File: src/rtl/dds_wave_gen_if.sv
`default_nettype none
// ============================================================================
// Module   : dds_wave_gen_if
// Purpose  : Bundles the control, ROM and sample signals of dds_wave_gen.
//            The master side (controller / ROM / testbench) drives the
//            control words and ROM data; the slave side (the generator)
//            drives the ROM address and the output sample stream.
// Signals  : en          1       accumulate and issue samples
//            freq_ctrl   ACC_W   frequency word
//            phase_ctrl  ADDR_W  phase offset added to the ROM address
//            wave_sel    2       0 sine, 1 square, 2 triangle, 3 sawtooth
//            rom_addr    ADDR_W  sine ROM address (registered)
//            rom_data    DATA_W  sine ROM data, valid 1 cycle after address
//            wave_out    DATA_W  output sample (registered)
//            wave_valid  1       wave_out updated this cycle
//            cycle_pulse 1       one-cycle pulse on accumulator wrap
// Revision : 1.0  initial release
// ============================================================================
interface dds_wave_gen_if #(
   parameter int ACC_W  = 32,
   parameter int ADDR_W = 10,
   parameter int DATA_W = 8
);
   logic              en;
   logic [ACC_W-1:0]  freq_ctrl;
   logic [ADDR_W-1:0] phase_ctrl;
   logic [1:0]        wave_sel;
   logic [ADDR_W-1:0] rom_addr;
   logic [DATA_W-1:0] rom_data;
   logic [DATA_W-1:0] wave_out;
   logic              wave_valid;
   logic              cycle_pulse;

   modport master (
      output en, freq_ctrl, phase_ctrl, wave_sel, rom_data,
      input  rom_addr, wave_out, wave_valid, cycle_pulse
   );

   modport slave (
      input  en, freq_ctrl, phase_ctrl, wave_sel, rom_data,
      output rom_addr, wave_out, wave_valid, cycle_pulse
   );
endinterface
`default_nettype wire

File: src/rtl/dds_wave_gen.sv
`default_nettype none
// ============================================================================
// Module   : dds_wave_gen
// Purpose  : 32-bit DDS phase accumulator with phase offset, synchronous
//            sine ROM addressing and a 3-stage pipeline that emits one
//            sine/square/triangle/sawtooth sample per clock. Frequency word
//            changes are taken only at a period boundary (glitch-free).
// Ports    : sys_clk    system clock
//            sys_rst_n  synchronous, active-low reset
//            bus        dds_wave_gen_if.slave (control in, ROM and samples)
// Revision : 1.0  initial release
// ============================================================================
module dds_wave_gen #(
   parameter int ACC_W  = 32,
   parameter int ADDR_W = 10,
   parameter int DATA_W = 8
) (
   input  wire logic      sys_clk,
   input  wire logic      sys_rst_n,
   dds_wave_gen_if.slave  bus
);

   localparam logic [1:0] C_SEL_SINE   = 2'd0;
   localparam logic [1:0] C_SEL_SQUARE = 2'd1;
   localparam logic [1:0] C_SEL_TRI    = 2'd2;
   localparam logic [1:0] C_SEL_SAW    = 2'd3;

   // Accumulator state
   logic [ACC_W-1:0]  r_acc;
   logic [ACC_W-1:0]  r_freq_shadow;
   logic              r_cycle_pulse;

   // Pipeline stage 1 / 2 / 3
   logic [ADDR_W-1:0] r_rom_addr;
   logic              r_v1;
   logic [1:0]        r_sel1;
   logic [ADDR_W-1:0] r_a2;
   logic              r_v2;
   logic [1:0]        r_sel2;
   logic [DATA_W-1:0] r_wave_out;
   logic              r_wave_valid;

   // Combinational helpers
   logic [ACC_W:0]    w_sum;
   logic              w_carry;
   logic              w_shadow_load;
   logic [ADDR_W-1:0] w_addr_next;
   logic [ADDR_W-1:0] w_tri_full;
   logic [DATA_W-1:0] w_sample;

   // One extra bit on the add exposes the wrap as a carry-out.
   assign w_sum   = {1'b0, r_acc} + {1'b0, r_freq_shadow};
   assign w_carry = bus.en & w_sum[ACC_W];

   // The shadow refreshes only at a period boundary so a new word never
   // bends the current period. While idle, or while the shadow holds zero
   // (accumulator would never wrap), it tracks freq_ctrl directly.
   assign w_shadow_load = w_carry | ~bus.en | (r_freq_shadow == '0);

   assign w_addr_next = r_acc[ACC_W-1 -: ADDR_W] + bus.phase_ctrl;

   // Triangle: fold the upper half of the phase back down, doubling slope.
   assign w_tri_full = r_a2[ADDR_W-1] ? ~{r_a2[ADDR_W-2:0], 1'b0}
                                      :  {r_a2[ADDR_W-2:0], 1'b0};

   always_comb begin
      w_sample = bus.rom_data;
      case (r_sel2)
         C_SEL_SINE:   w_sample = bus.rom_data;
         C_SEL_SQUARE: w_sample = r_a2[ADDR_W-1] ? {DATA_W{1'b1}} : {DATA_W{1'b0}};
         C_SEL_TRI:    w_sample = w_tri_full[ADDR_W-1 -: DATA_W];
         C_SEL_SAW:    w_sample = r_a2[ADDR_W-1 -: DATA_W];
         default:      w_sample = bus.rom_data;
      endcase
   end

   always_ff @(posedge sys_clk) begin
      if (!sys_rst_n) begin
         r_acc         <= '0;
         r_freq_shadow <= '0;
         r_cycle_pulse <= 1'b0;
         r_rom_addr    <= '0;
         r_v1          <= 1'b0;
         r_sel1        <= 2'd0;
         r_a2          <= '0;
         r_v2          <= 1'b0;
         r_sel2        <= 2'd0;
         r_wave_out    <= '0;
         r_wave_valid  <= 1'b0;
      end else begin
         // Accumulator
         if (bus.en) begin
            r_acc <= w_sum[ACC_W-1:0];
         end
         r_cycle_pulse <= w_carry;
         if (w_shadow_load) begin
            r_freq_shadow <= bus.freq_ctrl;
         end

         // Stage 1: address issue; select and valid travel with it so a
         // sample is never built from a mix of old and new controls.
         r_rom_addr <= w_addr_next;
         r_v1       <= bus.en;
         r_sel1     <= bus.wave_sel;

         // Stage 2: ROM read in flight, align address with its data
         r_a2   <= r_rom_addr;
         r_v2   <= r_v1;
         r_sel2 <= r_sel1;

         // Stage 3: output sample
         r_wave_valid <= r_v2;
         if (r_v2) begin
            r_wave_out <= w_sample;
         end
      end
   end

   assign bus.rom_addr    = r_rom_addr;
   assign bus.wave_out    = r_wave_out;
   assign bus.wave_valid  = r_wave_valid;
   assign bus.cycle_pulse = r_cycle_pulse;

endmodule
`default_nettype wire

File: src/flat_wrapper.sv
// flat-port wrapper written by rule: the top's interface ports become plain ports
module dds_wave_gen_flat 
#(
   parameter int ACC_W  = 32,
   parameter int ADDR_W = 10,
   parameter int DATA_W = 8
)
  (sys_clk, sys_rst_n, bus_en, bus_freq_ctrl, bus_phase_ctrl, bus_wave_sel, bus_rom_data, bus_rom_addr, bus_wave_out, bus_wave_valid, bus_cycle_pulse);
  dds_wave_gen_if #(.ACC_W(ACC_W), .ADDR_W(ADDR_W), .DATA_W(DATA_W)) bus_i ();
  input  wire logic sys_clk;
  input  wire logic sys_rst_n;
  input wire logic [$bits(bus_i.en)-1:0] bus_en;
  input wire logic [$bits(bus_i.freq_ctrl)-1:0] bus_freq_ctrl;
  input wire logic [$bits(bus_i.phase_ctrl)-1:0] bus_phase_ctrl;
  input wire logic [$bits(bus_i.wave_sel)-1:0] bus_wave_sel;
  input wire logic [$bits(bus_i.rom_data)-1:0] bus_rom_data;
  output wire logic [$bits(bus_i.rom_addr)-1:0] bus_rom_addr;
  output wire logic [$bits(bus_i.wave_out)-1:0] bus_wave_out;
  output wire logic [$bits(bus_i.wave_valid)-1:0] bus_wave_valid;
  output wire logic [$bits(bus_i.cycle_pulse)-1:0] bus_cycle_pulse;
  assign bus_i.en = bus_en;
  assign bus_i.freq_ctrl = bus_freq_ctrl;
  assign bus_i.phase_ctrl = bus_phase_ctrl;
  assign bus_i.wave_sel = bus_wave_sel;
  assign bus_i.rom_data = bus_rom_data;
  assign bus_rom_addr = bus_i.rom_addr;
  assign bus_wave_out = bus_i.wave_out;
  assign bus_wave_valid = bus_i.wave_valid;
  assign bus_cycle_pulse = bus_i.cycle_pulse;
  dds_wave_gen #(.ACC_W(ACC_W), .ADDR_W(ADDR_W), .DATA_W(DATA_W)) u_core (.sys_clk(sys_clk), .sys_rst_n(sys_rst_n), .bus(bus_i));
endmodule
File: config.mk
export PLATFORM = sky130hd
export DESIGN_NAME = dds_wave_gen_flat
export DESIGN_NICKNAME = d
export VERILOG_FILES = /design/src/rtl/dds_wave_gen_if.sv /design/src/rtl/dds_wave_gen.sv /design/src/flat_wrapper.sv
export SDC_FILE = /design/constraint.sdc
export NUM_CORES = 1
export LEC_CHECK = 0
export BUFFER_PORTS_ARGS = -buffer_cell sky130_fd_sc_hd__buf_2
export CORE_UTILIZATION = 45
export DETAILED_ROUTE_END_ITERATION = 10
export PLACE_DENSITY = 0.64
export SLEW_MARGIN = 25
export SYNTH_ARGS = -nofsm -noshare
export SYNTH_HDL_FRONTEND = slang
export SYNTH_SLANG_ARGS = --single-unit
File: constraint.sdc
create_clock -name sys_clk -period 3.05 [get_ports sys_clk]
set_input_delay 0.305 -clock sys_clk [delete_from_list [all_inputs] [get_ports sys_clk]]
set_output_delay 0.305 -clock sys_clk [all_outputs]
set_load 0.01 [all_outputs]
==> impl_metrics.py, run 1 <==
metrics = {
    "global_route": {
        "grt_pass1_vias": 4690,
        "grt_overflow": 0,
        "antenna_found_initial": 0,
        "grt_max_degree": 108,
        "grt_pass1_wl_mm": 21.6,
        "grt_util_all_layers_pct": 20.7,
    },
    "sta": {
        "setup_tns_ns": 0,
        "fin_ws_ns": 0.191,
        "rsz0062_at_grt": "no",
        "hold_viol": 0,
        "worstMarginPinSlew_ns": 0.605,
        "maxSlewHeadroom_pct": 59.6,
        "fin_crit_sh_pct": 93.7,
        "slew_violations": 0,
        "clock_skew_ns": 0.00985,
        "fmax_mhz": 350,
        "fin_crit_ns": 2.86,
        "report.final.setup_viol": 0,
    },
    "synth": {
        "syn-num-nets": 784,
        "synthTopCellsByArea": "dfxtp_1 (34%), ha_1 (8.9%), o21ai_0 (5.1%), nand3_1 (4.8%), nand2_1 (4.8%)",
        "synth_warnings": 0,
        "ys_seq_area_share_pct": 34.4,
        "yosys_register_bits": 99,
        "synth_cells": 686,
        "async_reset_ff_share_pct": 0,
        "syn_area_per_cell_um2": 8.39,
        "synth.distinct_cells": 58,
        "synth-edff-count": 0,
        "yosys.area.top_type": "dfxtp_1",
        "syn-cell-area_mm2": 0.00575,
        "synth_top_area_share_pct": 34.4,
        "synth-main-ff-cell": "dfxtp_1",
    },
    "placed_design": {
        "portBuffers": 74,
        "dp_slack_ns": 0.192,
        "hpwl_mm": 9.74,
        "placed_cells": 890,
        "gp_congestion": 0.867,
    },
    "detailed_routing": {
        "drt_wl_total_mm": 13.0,
        "ant_nets": 0,
        "dr.pass1.iters": 4,
        "vias": 4978,
        "drc": 0,
        "via_per_inst": 5.50,
        "routedWlPerCell_um": 14.4,
        "drt_iter0_markers": 176,
    },
    "worst_setup_path": {
        "r2r_start": "u_core.r_freq_shadow[0]",
        "rr_worst_depth": 11,
        "path_max_fanout": 3,
        "rrSetupSlack_ns": 0.19,
        "crit_start": "u_core.r_freq_shadow[0]",
        "r2r-end": "u_core.r_acc[30]",
        "worstSetupPathType": "reg2reg",
        "crit_path_start_kind": "register",
        "cp-end-kind": "register",
        "worstPathArrival_ns": 3.10,
        "endpoint": "u_core.r_acc[30]",
        "required_ns": 3.30,
    },
    "floorplanning": {
        "core_mm2": 0.0123,
        "die_h_um": 115,
        "rows": 40,
        "dieArea_mm2": 0.0132,
        "die_w_um": 115,
        "io_pins": 75,
        "floorplan.initialDensity_pct": 46.9,
    },
    "power_and_ir_drop": {
        "ir_drop_mv": 0.300,
        "power_mw": 3.19,
        "p_leak_nw": 2.91,
        "pwr_density_cell_mw_per_mm2": 489,
    },
    "worst_hold_path": {
        "min_path_type": "in2reg",
    },
    "clocking": {
        "hold_buffers": 0,
        "path_clk_slew_ns": 0.07,
        "cts_sinks": 99,
        "cts_htree_levels": 3,
        "root_buffer": "clkbuf_16",
        "clock_path_buffers": 2,
        "cts_resized": 0,
        "postCtsSetupBuffers": 0,
        "numCtsBuffers": 9,
        "clock_latency_ns": 0.35,
        "cts_tree": "done",
    },
    "cells_and_area": {
        "layoutNonFillerInstCount": 905,
        "drive_gt1_share_pct": 14.2,
        "nets": 831,
        "n_antenna_cell": 0,
        "area_delta_synth_final_pct": 13.7,
    },
    "outcome": {
        "outcome": "complete, no violations",
    },
    "flow_run": {
        "drv_cap": 0,
    },
}
==> state kept, by name, summed over array words and instances (netlist names) <==
register	count
u_core.r_sel1	2
u_core.r_freq_shadow	32
u_core.r_v2	1
u_core.bus.wave_valid	1
u_core.bus.cycle_pulse	1
u_core.r_acc	32
u_core.r_a2	9
u_core.r_sel2	2
u_core.r_v1	1
u_core.bus.rom_addr	10
u_core.bus.wave_out	8
==> cell families (layout without fill, tap and decap cells) <==
| logic type | after synthesis | after routing | share of synthesized area (%) |
|---|---|---|---|
| compound gates | 191 | 191 | 21.9 |
| xor+xnor | 37 | 37 | 5.63 |
| fa+ha+maj | 43 | 43 | 9.61 |
| buf+inv | 55 | 106 | 3.78 |
| flops | 99 | 99 | 34.4 |
| mux | 16 | 16 | 2.80 |
| simple gates | 245 | 245 | 21.9 |
==> how the worst min path moves through the flow <==
stage / from / end / slack, ns / cells after the start
2_1_floorplan: u_core.r_sel1[0] / u_core.r_sel2[0] / 0.41 / 1
3_3_place_gp: u_core.r_sel1[1] / u_core.r_sel2[1] / 0.42 / 1
3_5_place_dp: u_core.r_sel1[1] / u_core.r_sel2[1] / 0.42 / 1
4_1_cts: bus_wave_sel[0] / u_core.r_sel1[0] / 0.15 / 2
5_1_grt: bus_wave_sel[1] / u_core.r_sel1[1] / 0.16 / 2
6_report: bus_wave_sel[0] / u_core.r_sel1[0] / 0.16 / 2
==> final cells by class <==
| type | instances | area, um2 |
|---|---|---|
| well taps | 168 | 210 |
| flip-flops and latches | 99 | 1980 |
| inverters | 12 | 45.0 |
| fillers | 1179 | 5720 |
| clock buffers | 11 | 233 |
| multi-input cells | 532 | 3560 |
| repair buffers | 79 | 435 |
| clock inverters | 4 | 76.3 |
==> metal layers <==
metal  vias up  wire, um  track usage [%]
met5         -         0                0
met4         0       437             11.3
met3        30       500             3.74
met2       109      5960             34.6
met1      2283      6100             25.1
li1       2556         -                -
==> per-stage QoR <==
stage | hold slack (ns) | utilization, % | cell area, um2
5_1_grt | 0.160 | 53.3 | 6540
3_3_place_gp | 0.416 | 50.8 | 6230
4_1_cts | 0.154 | 53.3 | 6540
6_report | 0.164 | 53.3 | 6540
2_1_floorplan | 0.412 | - | 5750
3_5_place_dp | 0.424 | 50.8 | 6230
==> cells in the mapped netlist (all sizes together) (10+ instances only) <==
cell type,instances
dfxtp,99
nand2,75
o21ai,68
nand3,55
ha,41
a21oi,40
clkbuf,31
nor2b,27
and2,25
xnor2,24
nor2,17
a21o,16
mux2i,15
xor2,13
buf,12
inv,12
o211a,11
nand4,10
==> worst max-delay path, stage by stage (launching register included) <==
cell      delay, ns
dfxtp_1        0.34
ha_1           0.25
fa_1           0.45
a211oi_2       0.19
nor2_1         0.10
a21oi_1        0.22
nand2_2        0.11
a311oi_4       0.29
nor2_2         0.09
or4_1          0.48
a31oi_1        0.18
nor2b_1        0.06
==> cell usage in the layout (no fill, tap or decap), types with 11 or more instances in the layout <==
master,netlist,layout
dfxtp_1,99,99
nand2_1,73,73
buf_2,7,73
o21ai_0,59,59
nand3_1,55,55
ha_1,41,41
a21oi_1,38,37
nor2b_1,27,27
and2_1,25,25
xnor2_1,24,24
a21o_1,16,16
nor2_1,15,15
mux2i_1,15,15
xor2_1,13,13
inv_1,12,12
o211a_1,11,11
==> where the power goes <==
group | switching, mW | internal [mW] | total [mW]
sequential | 0.0717 | 1.38 | 1.46
clock | 0.475 | 0.716 | 1.19
combinational | 0.304 | 0.245 | 0.548
Note: power is estimated with default switching activity, not from simulation.
==> inputs of run 2 (changes only) <==
--- a/config.mk
+++ b/config.mk
@@ -6,9 +6,9 @@
 export NUM_CORES = 1
 export LEC_CHECK = 0
 export BUFFER_PORTS_ARGS = -buffer_cell sky130_fd_sc_hd__buf_2
-export CORE_UTILIZATION = 45
+export CORE_UTILIZATION = 42
 export DETAILED_ROUTE_END_ITERATION = 10
-export PLACE_DENSITY = 0.64
+export PLACE_DENSITY = 0.6
 export SLEW_MARGIN = 25
 export SYNTH_ARGS = -nofsm -noshare
 export SYNTH_HDL_FRONTEND = slang
==> run 2 against run 1 <==
Effect of this change: first-iteration DRC count rose by 42%; total power fell by 2.0%; hold slack got worse by 0.0032 ns; design area barely moved; largest cell class unchanged; largest power group unchanged; highest routed layer unchanged.
==> impl_metrics.py, run 2 (synthesis results as in run 1) <==
metrics = {
    "outcome": {
        "outcome": "complete, no violations",
    },
    "power_and_ir_drop": {
        "pwr_density_cell_mw_per_mm2": 479,
        "ir_drop_mv": 0.338,
        "p_leak_nw": 2.91,
    },
    "worst_setup_path": {
        "crit_path_start_kind": "register",
        "critPathMaxStageDelay_ns": 0.47,
        "rrSetupSlack_ns": 0.21,
        "critPathSlowestCell": "or4_1",
        "worstPathArrival_ns": 3.08,
        "path_cells": "ha_1, fa_1, a211oi_2, nor2_1, a21oi_2, nand2_2, a311oi_4, nor2_2, or4_1, a31oi_1, nor2b_1",
        "required_ns": 3.29,
        "worstSetupPathType": "reg2reg",
        "cp-end-kind": "register",
        "path_max_fanout": 3,
    },
    "cells_and_area": {
        "final_common_cell": "dfxtp_1",
        "final_cell_mix": "dfxtp_1 (99), nand2_1 (73), buf_2 (73)",
        "finish.instance_area_mm2": 0.00654,
        "n_antenna_cell": 0,
        "fin_util_pct": 49.2,
        "drive_gt1_share_pct": 14.8,
        "nets": 832,
        "area_delta_synth_final_pct": 13.6,
        "fillers": 1326,
    },
    "clocking": {
        "clock_path_buffers": 2,
        "cts_htree_levels": 3,
        "cts_tree": "done",
        "clock_latency_ns": 0.35,
        "postCtsSetupBuffers": 0,
        "root_buffer": "clkbuf_16",
        "cts_resized": 0,
        "numCtsBuffers": 9,
        "cts_sinks": 99,
        "path_clk_slew_ns": 0.07,
        "hold_buffers": 0,
    },
    "placed_design": {
        "gp_congestion": 0.873,
        "hpwl_mm": 9.92,
        "portBuffers": 74,
        "placed_area_mm2": 0.00623,
    },
    "detailed_routing": {
        "vias": 4881,
        "drt_wl_total_mm": 13.0,
        "via_per_inst": 5.34,
        "drt_iter0_markers": 250,
        "routedWlPerCell_um": 14.3,
        "dr.pass1.iters": 4,
        "ant_nets": 0,
        "drc": 0,
    },
    "floorplanning": {
        "core_mm2": 0.0133,
        "floorplan.initialDensity_pct": 43.3,
        "io_pins": 75,
        "die_w_um": 119,
        "die_h_um": 119,
        "rows": 42,
        "dieArea_mm2": 0.0142,
    },
    "sta": {
        "setup_tns_ns": 0,
        "worstMarginPinSlew_ns": 0.652,
        "rsz0062_at_grt": "no",
        "hold_viol": 0,
        "slew_violations": 0,
        "fmax_mhz": 352,
        "fin_crit_ns": 2.84,
        "hold_ws_ns": 0.161,
        "fin_crit_sh_pct": 93.3,
        "clock_skew_ns": 0.00791,
        "report.final.setup_viol": 0,
        "maxSlewHeadroom_pct": 56.5,
    },
    "global_route": {
        "grt_pass1_vias": 4553,
        "grt_max_degree": 54,
        "grt_util_all_layers_pct": 19.4,
        "antenna_found_initial": 0,
        "grt_overflow": 0,
        "grt_pass1_wl_mm": 22.0,
    },
    "worst_hold_path": {
        "min_path_type": "in2reg",
    },
    "flow_run": {
        "drv_cap": 0,
    },
}
==> run 2: cell type report <==
| type | count | area, um2 | area share (%) |
|---|---|---|---|
| Multi-Input combinational cell | 532 | 3570 | 54.6 |
| Sequential cell | 99 | 1980 | 30.3 |
| Timing Repair Buffer | 80 | 430 | 6.58 |
| Clock buffer | 11 | 243 | 3.71 |
| Tap cell | 176 | 220 | 3.37 |
| Clock inverter | 4 | 51.3 | 0.785 |
| Inverter | 12 | 45.0 | 0.689 |
==> run 2: metal layers <==
layer	part of all wire [%]	global-route usage, %	vias to the layer above
li1	-	-	2554
met5	0	0	-
met2	47	32.8	87
met4	1.7	7.67	0
met1	48	24.8	2226
met3	2.8	2.78	14
==> run 2: worst max-delay path: cells and delay by family (launching register included) <==
| family | cells | cell delay [ns] |
|---|---|---|
| compound gates | 4 | 0.87 |
| simple gates | 5 | 0.83 |
| fa+ha+maj | 2 | 0.70 |
| flops | 1 | 0.33 |
==> run 2: worst paths after layout <==
kind / cells after the start / end / from
min reg2reg: 1 / u_core.r_sel2[1] / u_core.r_sel1[1]
max: 11 / u_core.r_acc[30] / u_core.r_freq_shadow[0]
min: 2 / u_core.r_sel1[1] / bus_wave_sel[1]
max reg2reg: 11 / u_core.r_acc[30] / u_core.r_freq_shadow[0]
==> run 2: stage by stage <==
stage | cells | setup slack [ns] | total power [mW]
after global placement | 899 | 0.282 | 2.02
final | 914 | 0.206 | 3.13
after detailed placement | 899 | 0.166 | 2.03
after floorplan | 686 | 0.430 | 1.87
after CTS | 914 | 0.106 | 3.17
after global routing | 914 | 0.0125 | 3.31
==> run 2: power by group <==
group	internal (mW)	switching, mW	leakage, nW
sequential	1.38	0.0725	0.814
combinational	0.243	0.302	1.96
clock	0.653	0.476	0.142
